==> src/rtl/fir_pkg.sv <==
// -----------------------------------------------------------------------------
// fir_pkg
// Shared definitions for the FIR coefficient loader and its register bus master.
//   REG_AW         : register address width of the FIR parameter space
//   FIR_PARAM_BASE : first address of the FIR parameter space
//   load_state_e   : loader FSM states
// -----------------------------------------------------------------------------
package fir_pkg;

    localparam int REG_AW = 12;

    localparam logic [REG_AW-1:0] FIR_PARAM_BASE = 12'h000;

    typedef enum logic [2:0] {
        ST_IDLE  = 3'd0,
        ST_FETCH = 3'd1,
        ST_WRITE = 3'd2,
        ST_READ  = 3'd3,
        ST_FIN   = 3'd4
    } load_state_e;

endpackage

==> src/rtl/reg_bus_master.sv <==
// -----------------------------------------------------------------------------
// reg_bus_master
// Drives one register-bus access at a time using the reg_ready toggle
// handshake. The request stays high until the first cycle reg_ready=1 is
// seen, which is reported on ack; a new issue in that same cycle chains the
// next access (write followed by readback) without a gap.
// Ports:
//   clk_2, rst_n          clock and async active-low reset
//   issue, op_rd          start an access (op_rd=1 read, 0 write)
//   op_addr, op_wdata     address and write data of the issued access
//   ack                   access completes this cycle
//   rdata                 read data, valid while ack is high on a read
//   reg_*                 registered bus outputs and slave inputs
// -----------------------------------------------------------------------------
module reg_bus_master
    import fir_pkg::*;
#(
    parameter int AW = REG_AW,
    parameter int DW = 32
) (
    input  logic          clk_2,
    input  logic          rst_n,
    input  logic          issue,
    input  logic          op_rd,
    input  logic [AW-1:0] op_addr,
    input  logic [DW-1:0] op_wdata,
    output logic          ack,
    output logic [DW-1:0] rdata,
    output logic [AW-1:0] reg_addr,
    output logic          reg_wr,
    output logic          reg_rd,
    output logic [DW-1:0] reg_writedata,
    input  logic          reg_ready,
    input  logic [DW-1:0] reg_readdata
);

    logic          wr_q, wr_d;
    logic          rd_q, rd_d;
    logic [AW-1:0] addr_q, addr_d;
    logic [DW-1:0] wdata_q, wdata_d;

    assign ack   = reg_ready && (wr_q || rd_q);
    assign rdata = reg_readdata;

    // A read keeps the previous write data so the loader can compare the
    // readback against the word it just wrote.
    always_comb begin
        wr_d    = wr_q;
        rd_d    = rd_q;
        addr_d  = addr_q;
        wdata_d = wdata_q;
        if (ack) begin
            wr_d = 1'b0;
            rd_d = 1'b0;
        end
        if (issue) begin
            wr_d   = !op_rd;
            rd_d   = op_rd;
            addr_d = op_addr;
            if (!op_rd) begin
                wdata_d = op_wdata;
            end
        end
    end

    always_ff @(posedge clk_2 or negedge rst_n) begin
        if (!rst_n) begin
            wr_q    <= 1'b0;
            rd_q    <= 1'b0;
            addr_q  <= '0;
            wdata_q <= '0;
        end else begin
            wr_q    <= wr_d;
            rd_q    <= rd_d;
            addr_q  <= addr_d;
            wdata_q <= wdata_d;
        end
    end

    assign reg_addr      = addr_q;
    assign reg_wr        = wr_q;
    assign reg_rd        = rd_q;
    assign reg_writedata = wdata_q;

endmodule

==> src/rtl/fir_param_loader.sv <==
// -----------------------------------------------------------------------------
// fir_param_loader
// Streams coefficient words from a valid/ready source into the FIR parameter
// space, one register write per word at base_addr+idx (wrapping modulo 2^AW),
// optionally reading each word back and flagging the first mismatch.
// Ports:
//   clk_2, rst_n                    clock and async active-low reset
//   start, base_addr, word_cnt,
//   verify                          load request, sampled in IDLE only
//   coef_valid, coef_ready,
//   coef_data                       coefficient source handshake
//   reg_addr, reg_wr, reg_rd,
//   reg_writedata, reg_ready,
//   reg_readdata                    register bus (toggle handshake)
//   busy, done, err, err_addr       load status; err/err_addr are sticky
// -----------------------------------------------------------------------------
module fir_param_loader
    import fir_pkg::*;
#(
    parameter int AW        = REG_AW,
    parameter int DW        = 32,
    parameter int VERIFY_EN = 1
) (
    input  logic          clk_2,
    input  logic          rst_n,
    input  logic          start,
    input  logic [AW-1:0] base_addr,
    input  logic [AW-1:0] word_cnt,
    input  logic          verify,
    input  logic          coef_valid,
    output logic          coef_ready,
    input  logic [DW-1:0] coef_data,
    output logic [AW-1:0] reg_addr,
    output logic          reg_wr,
    output logic          reg_rd,
    output logic [DW-1:0] reg_writedata,
    input  logic          reg_ready,
    input  logic [DW-1:0] reg_readdata,
    output logic          busy,
    output logic          done,
    output logic          err,
    output logic [AW-1:0] err_addr
);

    load_state_e   state_q, state_d;
    logic [AW-1:0] base_q, base_d;
    logic [AW-1:0] cnt_q, cnt_d;
    logic [AW-1:0] idx_q, idx_d;
    logic          verify_q, verify_d;
    logic          busy_q, busy_d;
    logic          done_q, done_d;
    logic          err_q, err_d;
    logic [AW-1:0] err_addr_q, err_addr_d;

    logic          issue;
    logic          op_rd;
    logic [AW-1:0] op_addr;
    logic          ack;
    logic [DW-1:0] rdata;
    logic          finish_word;
    logic [AW-1:0] idx_inc;

    assign idx_inc = idx_q + AW'(1);

    reg_bus_master #(
        .AW (AW),
        .DW (DW)
    ) u_bus (
        .clk_2         (clk_2),
        .rst_n         (rst_n),
        .issue         (issue),
        .op_rd         (op_rd),
        .op_addr       (op_addr),
        .op_wdata      (coef_data),
        .ack           (ack),
        .rdata         (rdata),
        .reg_addr      (reg_addr),
        .reg_wr        (reg_wr),
        .reg_rd        (reg_rd),
        .reg_writedata (reg_writedata),
        .reg_ready     (reg_ready),
        .reg_readdata  (reg_readdata)
    );

    // done is registered so it appears the cycle after the final ack. An
    // empty load passes through FIN first, which puts its done pulse two
    // cycles after start.
    always_comb begin
        state_d     = state_q;
        base_d      = base_q;
        cnt_d       = cnt_q;
        idx_d       = idx_q;
        verify_d    = verify_q;
        busy_d      = busy_q;
        done_d      = 1'b0;
        err_d       = err_q;
        err_addr_d  = err_addr_q;
        issue       = 1'b0;
        op_rd       = 1'b0;
        op_addr     = reg_addr;
        coef_ready  = 1'b0;
        finish_word = 1'b0;

        case (state_q)
            ST_IDLE: begin
                if (start) begin
                    base_d     = base_addr;
                    cnt_d      = word_cnt;
                    idx_d      = '0;
                    verify_d   = verify && (VERIFY_EN != 0);
                    err_d      = 1'b0;
                    err_addr_d = '0;
                    if (word_cnt == '0) begin
                        state_d = ST_FIN;
                    end else begin
                        busy_d  = 1'b1;
                        state_d = ST_FETCH;
                    end
                end
            end
            ST_FETCH: begin
                coef_ready = 1'b1;
                if (coef_valid) begin
                    issue   = 1'b1;
                    op_addr = base_q + idx_q;
                    state_d = ST_WRITE;
                end
            end
            ST_WRITE: begin
                if (ack) begin
                    if (verify_q) begin
                        issue   = 1'b1;
                        op_rd   = 1'b1;
                        state_d = ST_READ;
                    end else begin
                        finish_word = 1'b1;
                    end
                end
            end
            ST_READ: begin
                if (ack) begin
                    if ((rdata != reg_writedata) && !err_q) begin
                        err_d      = 1'b1;
                        err_addr_d = reg_addr;
                    end
                    finish_word = 1'b1;
                end
            end
            ST_FIN: begin
                busy_d  = 1'b0;
                done_d  = (cnt_q == '0);
                state_d = ST_IDLE;
            end
            default: begin
                state_d = ST_IDLE;
            end
        endcase

        if (finish_word) begin
            idx_d = idx_inc;
            if (idx_inc == cnt_q) begin
                state_d = ST_FIN;
                done_d  = 1'b1;
            end else begin
                state_d = ST_FETCH;
            end
        end
    end

    always_ff @(posedge clk_2 or negedge rst_n) begin
        if (!rst_n) begin
            state_q    <= ST_IDLE;
            base_q     <= '0;
            cnt_q      <= '0;
            idx_q      <= '0;
            verify_q   <= 1'b0;
            busy_q     <= 1'b0;
            done_q     <= 1'b0;
            err_q      <= 1'b0;
            err_addr_q <= '0;
        end else begin
            state_q    <= state_d;
            base_q     <= base_d;
            cnt_q      <= cnt_d;
            idx_q      <= idx_d;
            verify_q   <= verify_d;
            busy_q     <= busy_d;
            done_q     <= done_d;
            err_q      <= err_d;
            err_addr_q <= err_addr_d;
        end
    end

    assign busy     = busy_q;
    assign done     = done_q;
    assign err      = err_q;
    assign err_addr = err_addr_q;

endmodule
==> config.mk <==
export PLATFORM = sky130hd
export DESIGN_NAME = fir_param_loader
export DESIGN_NICKNAME = d
export VERILOG_FILES = /design/src/rtl/fir_pkg.sv /design/src/rtl/reg_bus_master.sv /design/src/rtl/fir_param_loader.sv
export SDC_FILE = /design/constraint.sdc
export NUM_CORES = 1
export LEC_CHECK = 0
export BUFFER_PORTS_ARGS = -buffer_cell sky130_fd_sc_hd__buf_2
export CAP_MARGIN = 20
export CORE_MARGIN = 5
export CORE_UTILIZATION = 45
export CTS_BUF_LIST = sky130_fd_sc_hd__clkbuf_8 sky130_fd_sc_hd__clkbuf_16
export DETAILED_ROUTE_END_ITERATION = 7
export PLACE_DENSITY = 0.71
export SLEW_MARGIN = 20
export SYNTH_ARGS = -nofsm -noshare
export SYNTH_HDL_FRONTEND = slang
export SYNTH_SLANG_ARGS = --single-unit
==> constraint.sdc <==
create_clock -name clk_2 -period 2.7 [get_ports clk_2]
set_input_delay 0.27 -clock clk_2 [delete_from_list [all_inputs] [get_ports clk_2]]
set_output_delay 0.27 -clock clk_2 [all_outputs]
set_load 0.03 [all_outputs]
==> impl_metrics.py, run 1 <==
metrics = {
    "detailed_routing": {
        "wl_per_cell_um": 15.4,
        "ant_nets": 0,
        "vias_per_cell": 5.29,
        "first_iter_violations": 275,
        "drt_wl_total_mm": 14.0,
        "vias": 4807,
        "drt_pre_antenna_iters": 4,
        "post-route-drc-count": 0,
    },
    "timing": {
        "clock.fmax_mhz": 423,
        "finalCriticalPeriod_ps": 2360,
        "period_share_pct": 87.5,
        "rsz0062_at_grt": "false",
        "tns_ps": 0,
        "relSlewSlack_pct": 54.1,
        "setup_viol": 0,
        "finClkSkew_ps": 5.94,
        "maxSlewViolCount": 0,
        "worst_pin_slew_ps": 686,
        "finalHoldViolCount": 0,
    },
    "status": {
        "status": "complete, no violations",
    },
    "cts": {
        "htreeDepth": 3,
        "cts_buffers": 9,
        "clk_pin_slew_worst_paths_ps": 60,
        "cts_root_buf": "clkbuf_16",
        "post_cts.repair.setup_buffers": 0,
        "cts_sinks": 101,
        "cts_buffer_depth": 2,
        "clk_latency_ps": 340,
        "cts_tree": "built",
        "cts_resized": 0,
    },
    "floorplan": {
        "core_area_um2": 11900,
        "ios": 156,
        "die_h_um": 119,
        "dieArea_um2": 14300,
        "num_rows": 40,
        "die_x_um": 119,
        "start_util_pct": 45.5,
    },
    "flow_run": {
        "max_cap_viol_count": 0,
    },
    "synthesis": {
        "syn_area_um2": 5390,
        "synthesis.nets": 718,
        "synth_edf_count": 0,
        "ys_top_cells_by_area": "dfrtp_1 47%, nand2_1 14%, xnor2_1 7.5%, o21ai_0 2.9%, ha_1 2.8%",
        "netlist.area_leader.share_pct": 46.9,
        "ys_ff_latch": 101,
        "yosysTopAreaCell": "dfrtp_1",
        "avgSynthCellArea_um2": 8.83,
        "synthArstFlopShare_pct": 100,
        "yosysUniqueCellTypes": 59,
        "syn_inst": 611,
        "ys.flop_type": "dfrtp_1",
        "yosysWarnings": 0,
        "seq_area_frac_synth_pct": 46.9,
    },
    "placed_design": {
        "hpwl_mm": 10.8,
        "place_congestion": 0.880,
        "placed_area_um2": 6270,
        "port_buffers": 155,
    },
    "final_layout": {
        "finalInstanceArea_um2": 6560,
        "fin_nets": 864,
        "mostFrequentLayoutCells": "198 x nand2_1, 154 x buf_2, 101 x dfrtp_1",
        "drive_gt1_share_pct": 25.3,
        "final_common_cell": "nand2_1",
        "area_delta_synth_final_pct": 21.5,
        "insertedDiodeCount": 0,
    },
    "setup_path": {
        "crit_type": "reg2reg",
        "critPathMaxFanout": 9,
        "critPathRequiredTime_ps": 2920,
        "crit_path_start_kind": "register",
        "endpoint_kind": "register",
        "cp.arrival_ps": 2580,
    },
    "global_route": {
        "grt_usage_pct": 20.0,
        "first_global_vias": 4689,
        "antenna_found_initial": 0,
        "overflow": 0,
        "grt_max_degree": 50,
        "grt_pass1_wl_mm": 23.2,
    },
    "power_and_ir_drop": {
        "irDropWorstVdd_mv": 0.435,
        "power_density_nw_per_um2": 1010,
        "power.leakage_nw": 3.33,
    },
    "min_path": {
        "worstHoldPathType": "in2reg",
    },
}
power by group:
part / leakage (nW) / total [mW] / internal [mW] / switching [mW]
clock: 0.145 / 1.18 / 0.640 / 0.541
combinational: 1.88 / 2.83 / 1.05 / 1.78
sequential: 1.30 / 2.62 / 2.06 / 0.560
total: 3.33 / 6.63 / 3.75 / 2.88
per-stage QoR:
stage                     hold WS (ps)  total power [mW]  utilization [%]  cells  worst slack [ps]
after global routing               105              7.12             55.3    909               221
after CTS                         99.4              6.71             55.3    909               373
final                              112              6.63             55.3    909               339
after detailed placement           330              5.50             52.9    892               380
after floorplan                  -25.6              4.58                -    611               629
after global placement             329              5.40             52.9    892               511
repair_timing:
item	4_1_cts	5_1_grt
hold buffers	1	0
hold endpoints to repair	47	0
setup endpoints to repair	0	0
synthesized netlist by cell type, types with 2 or more instances:
cell       number
nand2_1       199
dfrtp_1       101
xnor2_1        46
o21ai_0        31
a21oi_1        21
nand3_1        16
nor2_1         16
inv_1          15
buf_2          13
nand4_1        13
ha_1           12
o2bb2ai_1      12
clkbuf_1       10
nor4_1         10
xor2_1          9
a31oi_1         7
nor3_1          7
a21o_1          5
and2_1          5
a211oi_1        4
buf_6           4
nand2b_1        4
o31ai_1         4
nor3b_1         3
o21bai_1        3
a21boi_0        2
and3_1          2
buf_4           2
mux2i_1         2
nor2_2          2
nor3b_2         2
or3_1           2
final cells by class:
class	instances	area (um2)
timing repair buffer	166	876
fill	1115	5310
tap	147	184
clock inverter	6	31.3
inverter	16	60.1
sequential	101	2530
clock buffer	10	239
multi-input combinational	463	2640
worst paths after layout:
kind	from	endpoint	slack [ps]	depth (start not counted)
setup / recovery	idx_q[0]$_DFFE_PN0P_	u_bus.reg_addr[10]$_DFFE_PN0P_	340	8
hold / removal	coef_data[18]	u_bus.reg_writedata[18]$_DFFE_PN0P_	110	3
setup reg to reg	idx_q[0]$_DFFE_PN0P_	u_bus.reg_addr[10]$_DFFE_PN0P_	340	8
hold reg to reg	base_q[0]$_DFFE_PN0P_	base_q[0]$_DFFE_PN0P_	490	2
max in group asynchronous	rst_n	u_bus.reg_wr$_DFFE_PN0P_	1550	3
min in group asynchronous	rst_n	u_bus.reg_writedata[25]$_DFFE_PN0P_	480	2
cell families (layout without fill, tap and decap cells):
group | Yosys count | count (layout) | share of synthesized area (%)
and+or+nand+nor | 291 | 291 | 24.0
AOI/OAI and AO/OA | 101 | 101 | 12.1
adders and majority gates | 13 | 13 | 3.15
buffers and inverters | 47 | 198 | 4.29
xor gates and xnor gates | 56 | 56 | 9.23
DFF | 101 | 101 | 46.9
muxes | 2 | 2 | 0.371
registers in the layout, summed over array words and instances (netlist names):
name,count
u_bus.reg_rd,1
state_q,3
u_bus.reg_writedata,32
idx_q,12
u_bus.reg_addr,12
err_addr,12
cnt_q,12
err,1
u_bus.reg_wr,1
base_q,12
busy,1
verify_q,1
done,1
worst max-delay path, cell delays in order, from the launching register on:
cell	delay, ps
dfrtp_1	480
ha_1	270
fa_1	410
a21o_1	180
a21oi_1	240
o21bai_1	150
a21oi_1	210
mux2i_1	220
nand3_1	90
routing by layer:
| metal | up-vias | share of wire, % | track usage, % |
|---|---|---|---|
| met5 | - | 0 | 0 |
| met4 | 0 | 3.0 | 9.09 |
| met3 | 28 | 6.5 | 3.42 |
| met2 | 161 | 47 | 32.2 |
| met1 | 2269 | 43 | 26.3 |
| li1 | 2349 | - | - |
(Power assumes the default switching activity.)
==> run 2, diff against run 1 <==
--- a/config.mk
+++ b/config.mk
@@ -7,11 +7,13 @@
 export LEC_CHECK = 0
 export BUFFER_PORTS_ARGS = -buffer_cell sky130_fd_sc_hd__buf_2
 export CAP_MARGIN = 20
-export CORE_MARGIN = 5
-export CORE_UTILIZATION = 45
+export CELL_PAD_IN_SITES_DETAIL_PLACEMENT = 0
+export CELL_PAD_IN_SITES_GLOBAL_PLACEMENT = 1
+export CORE_ASPECT_RATIO = 0.9
+export CORE_UTILIZATION = 39
 export CTS_BUF_LIST = sky130_fd_sc_hd__clkbuf_8 sky130_fd_sc_hd__clkbuf_16
 export DETAILED_ROUTE_END_ITERATION = 7
-export PLACE_DENSITY = 0.71
+export PLACE_DENSITY_LB_ADDON = 0.1
 export SLEW_MARGIN = 20
 export SYNTH_ARGS = -nofsm -noshare
 export SYNTH_HDL_FRONTEND = slang
==> impl_metrics.py, run 2 (synthesis gave the netlist of run 1 again) <==
metrics = {
    "timing": {
        "finalCriticalPeriod_ps": 2280,
        "tns_ps": 0,
        "worst_pin_slew_ps": 641,
        "period_share_pct": 84.3,
        "clock.fmax_mhz": 439,
        "setup_viol": 0,
        "maxSlewViolCount": 0,
        "relSlewSlack_pct": 57.1,
        "finClkSkew_ps": 6.20,
        "finalHoldViolCount": 0,
        "rsz0062_at_grt": "false",
    },
    "power_and_ir_drop": {
        "power_density_nw_per_um2": 1010,
        "p_total_mw": 6.65,
        "power.leakage_nw": 3.33,
        "irDropWorstVdd_mv": 0.343,
    },
    "global_route": {
        "grt_usage_pct": 20.3,
        "first_global_vias": 4316,
        "antenna_found_initial": 0,
        "grt_pass1_wl_mm": 22.7,
        "overflow": 0,
        "grt_max_degree": 50,
    },
    "cts": {
        "cts_root_buf": "clkbuf_16",
        "cts_buffers": 9,
        "clk_latency_ps": 350,
        "cts_buffer_depth": 2,
        "cts_tree": "built",
        "cts_resized": 0,
        "htreeDepth": 3,
        "cts_sinks": 101,
        "clk_pin_slew_worst_paths_ps": 70,
    },
    "detailed_routing": {
        "first_iter_violations": 248,
        "vias": 4625,
        "post-route-drc-count": 0,
        "vias_per_cell": 4.96,
        "ant_nets": 0,
        "drt_pre_antenna_iters": 4,
        "drt_wl_total_mm": 13.9,
        "wl_per_cell_um": 14.9,
    },
    "setup_path": {
        "cp.arrival_ps": 2510,
        "critPathRequiredTime_ps": 2930,
        "cp_slowest_cell": "dfrtp_1",
        "critPathMaxFanout": 9,
        "crit_path_start_kind": "register",
        "endpoint_kind": "register",
        "crit_type": "reg2reg",
        "crit_top_cell": "a21oi_1",
        "max_stage_delay_ps": 480,
        "crit_chain": "ha_1 -> fa_1 -> a21o_1 -> a21oi_1 -> o21bai_1 -> a21oi_1 -> mux2i_1 -> nand3_1",
    },
    "min_path": {
        "worstHoldPathType": "in2reg",
    },
    "final_layout": {
        "final_cells": 932,
        "fin_nets": 866,
        "drive_gt1_share_pct": 25.5,
        "mostFrequentLayoutCells": "198 x nand2_1, 154 x buf_2, 101 x dfrtp_1",
        "nFillCells": 1330,
        "final_common_cell": "nand2_1",
        "insertedDiodeCount": 0,
        "largest_register_ffs": 32,
        "area_delta_synth_final_pct": 22.2,
    },
    "placed_design": {
        "place_congestion": 0.820,
        "hpwl_mm": 10.6,
        "port_buffers": 155,
        "dpl.cell_count": 915,
    },
    "floorplan": {
        "core_area_um2": 13400,
        "dieArea_um2": 14300,
        "die_h_um": 114,
        "num_rows": 40,
        "ios": 156,
        "start_util_pct": 40.2,
        "die_x_um": 126,
    },
    "flow_run": {
        "max_cap_viol_count": 0,
    },
    "status": {
        "status": "complete, no violations",
    },
}
run 2: cell types whose count changed in the layout (fill, tap and decap cells not counted):
| cell | before | now |
|---|---|---|
| buf_12 | 1 | 0 |
| buf_4 | 10 | 13 |
| clkbuf_8 | 1 | 2 |
| clkinv_2 | 3 | 1 |
| clkinv_4 | 1 | 0 |
| clkinvlp_4 | 0 | 2 |
run 2: per-stage QoR:
stage	util [%]	setup WS, ps	hold slack, ps	area (um2)
finish	49.2	424	98.8	6590
global route	49.2	235	89.4	6590
CTS	49.2	417	86.2	6590
detailed placement	47.0	416	332	6300
global placement	47.0	490	335	6300
floorplan	-	629	-25.6	5390
run 2: path summary, 6_finish.rpt:
kind,from,end,slack [ps],cells after the start
hold / removal,coef_data[31],u_bus.reg_writedata[31]$_DFFE_PN0P_,100,3
setup / recovery,idx_q[0]$_DFFE_PN0P_,u_bus.reg_addr[10]$_DFFE_PN0P_,420,8
hold reg to reg,base_q[8]$_DFFE_PN0P_,base_q[8]$_DFFE_PN0P_,490,2
max in group asynchronous,rst_n,cnt_q[6]$_DFFE_PN0P_,1500,3
setup reg to reg,idx_q[0]$_DFFE_PN0P_,u_bus.reg_addr[10]$_DFFE_PN0P_,420,8
min in group asynchronous,rst_n,err_addr[10]$_DFFE_PN0P_,470,2
run 2: final cells by class:
cell class	count	area (um2)	area share, %
Multi-Input combinational cell	463	2640	40.0
Timing Repair Buffer	168	878	13.3
Inverter	16	60.1	0.911
Sequential cell	101	2530	38.3
Clock buffer	11	253	3.83
Tap cell	168	210	3.19
Clock inverter	5	27.5	0.417
run 2: critical path: cells and delay by family, from the launching register on:
family / cells / cell delay, ps
multiplexers: 1 / 190
adder cells (fa/ha/maj): 2 / 700
flip-flops: 1 / 480
AO/OA/AOI/OAI: 4 / 710
AND/OR/NAND/NOR: 1 / 80
run 2: routing by layer:
| layer | GRT usage, % | wire length [um] | part of all wire [%] |
|---|---|---|---|
| met5 | 0 | 0 | 0 |
| met2 | 31.0 | 6390 | 46 |
| met4 | 5.06 | 113 | 0.81 |
| met1 | 28.9 | 6840 | 49 |
| met3 | 4.92 | 562 | 4.0 |
run 2: repair_timing:
item	in CTS	in global routing
endpoints found under the hold margin	46	0
setup buffers	0	0
hold buffers	1	0
run 2: where the power goes:
part           switching, mW  leakage [nW]  internal, mW
sequential             0.547          1.30          2.06
clock                  0.562         0.140         0.667
combinational           1.76          1.89          1.05
total                   2.87          3.33          3.78
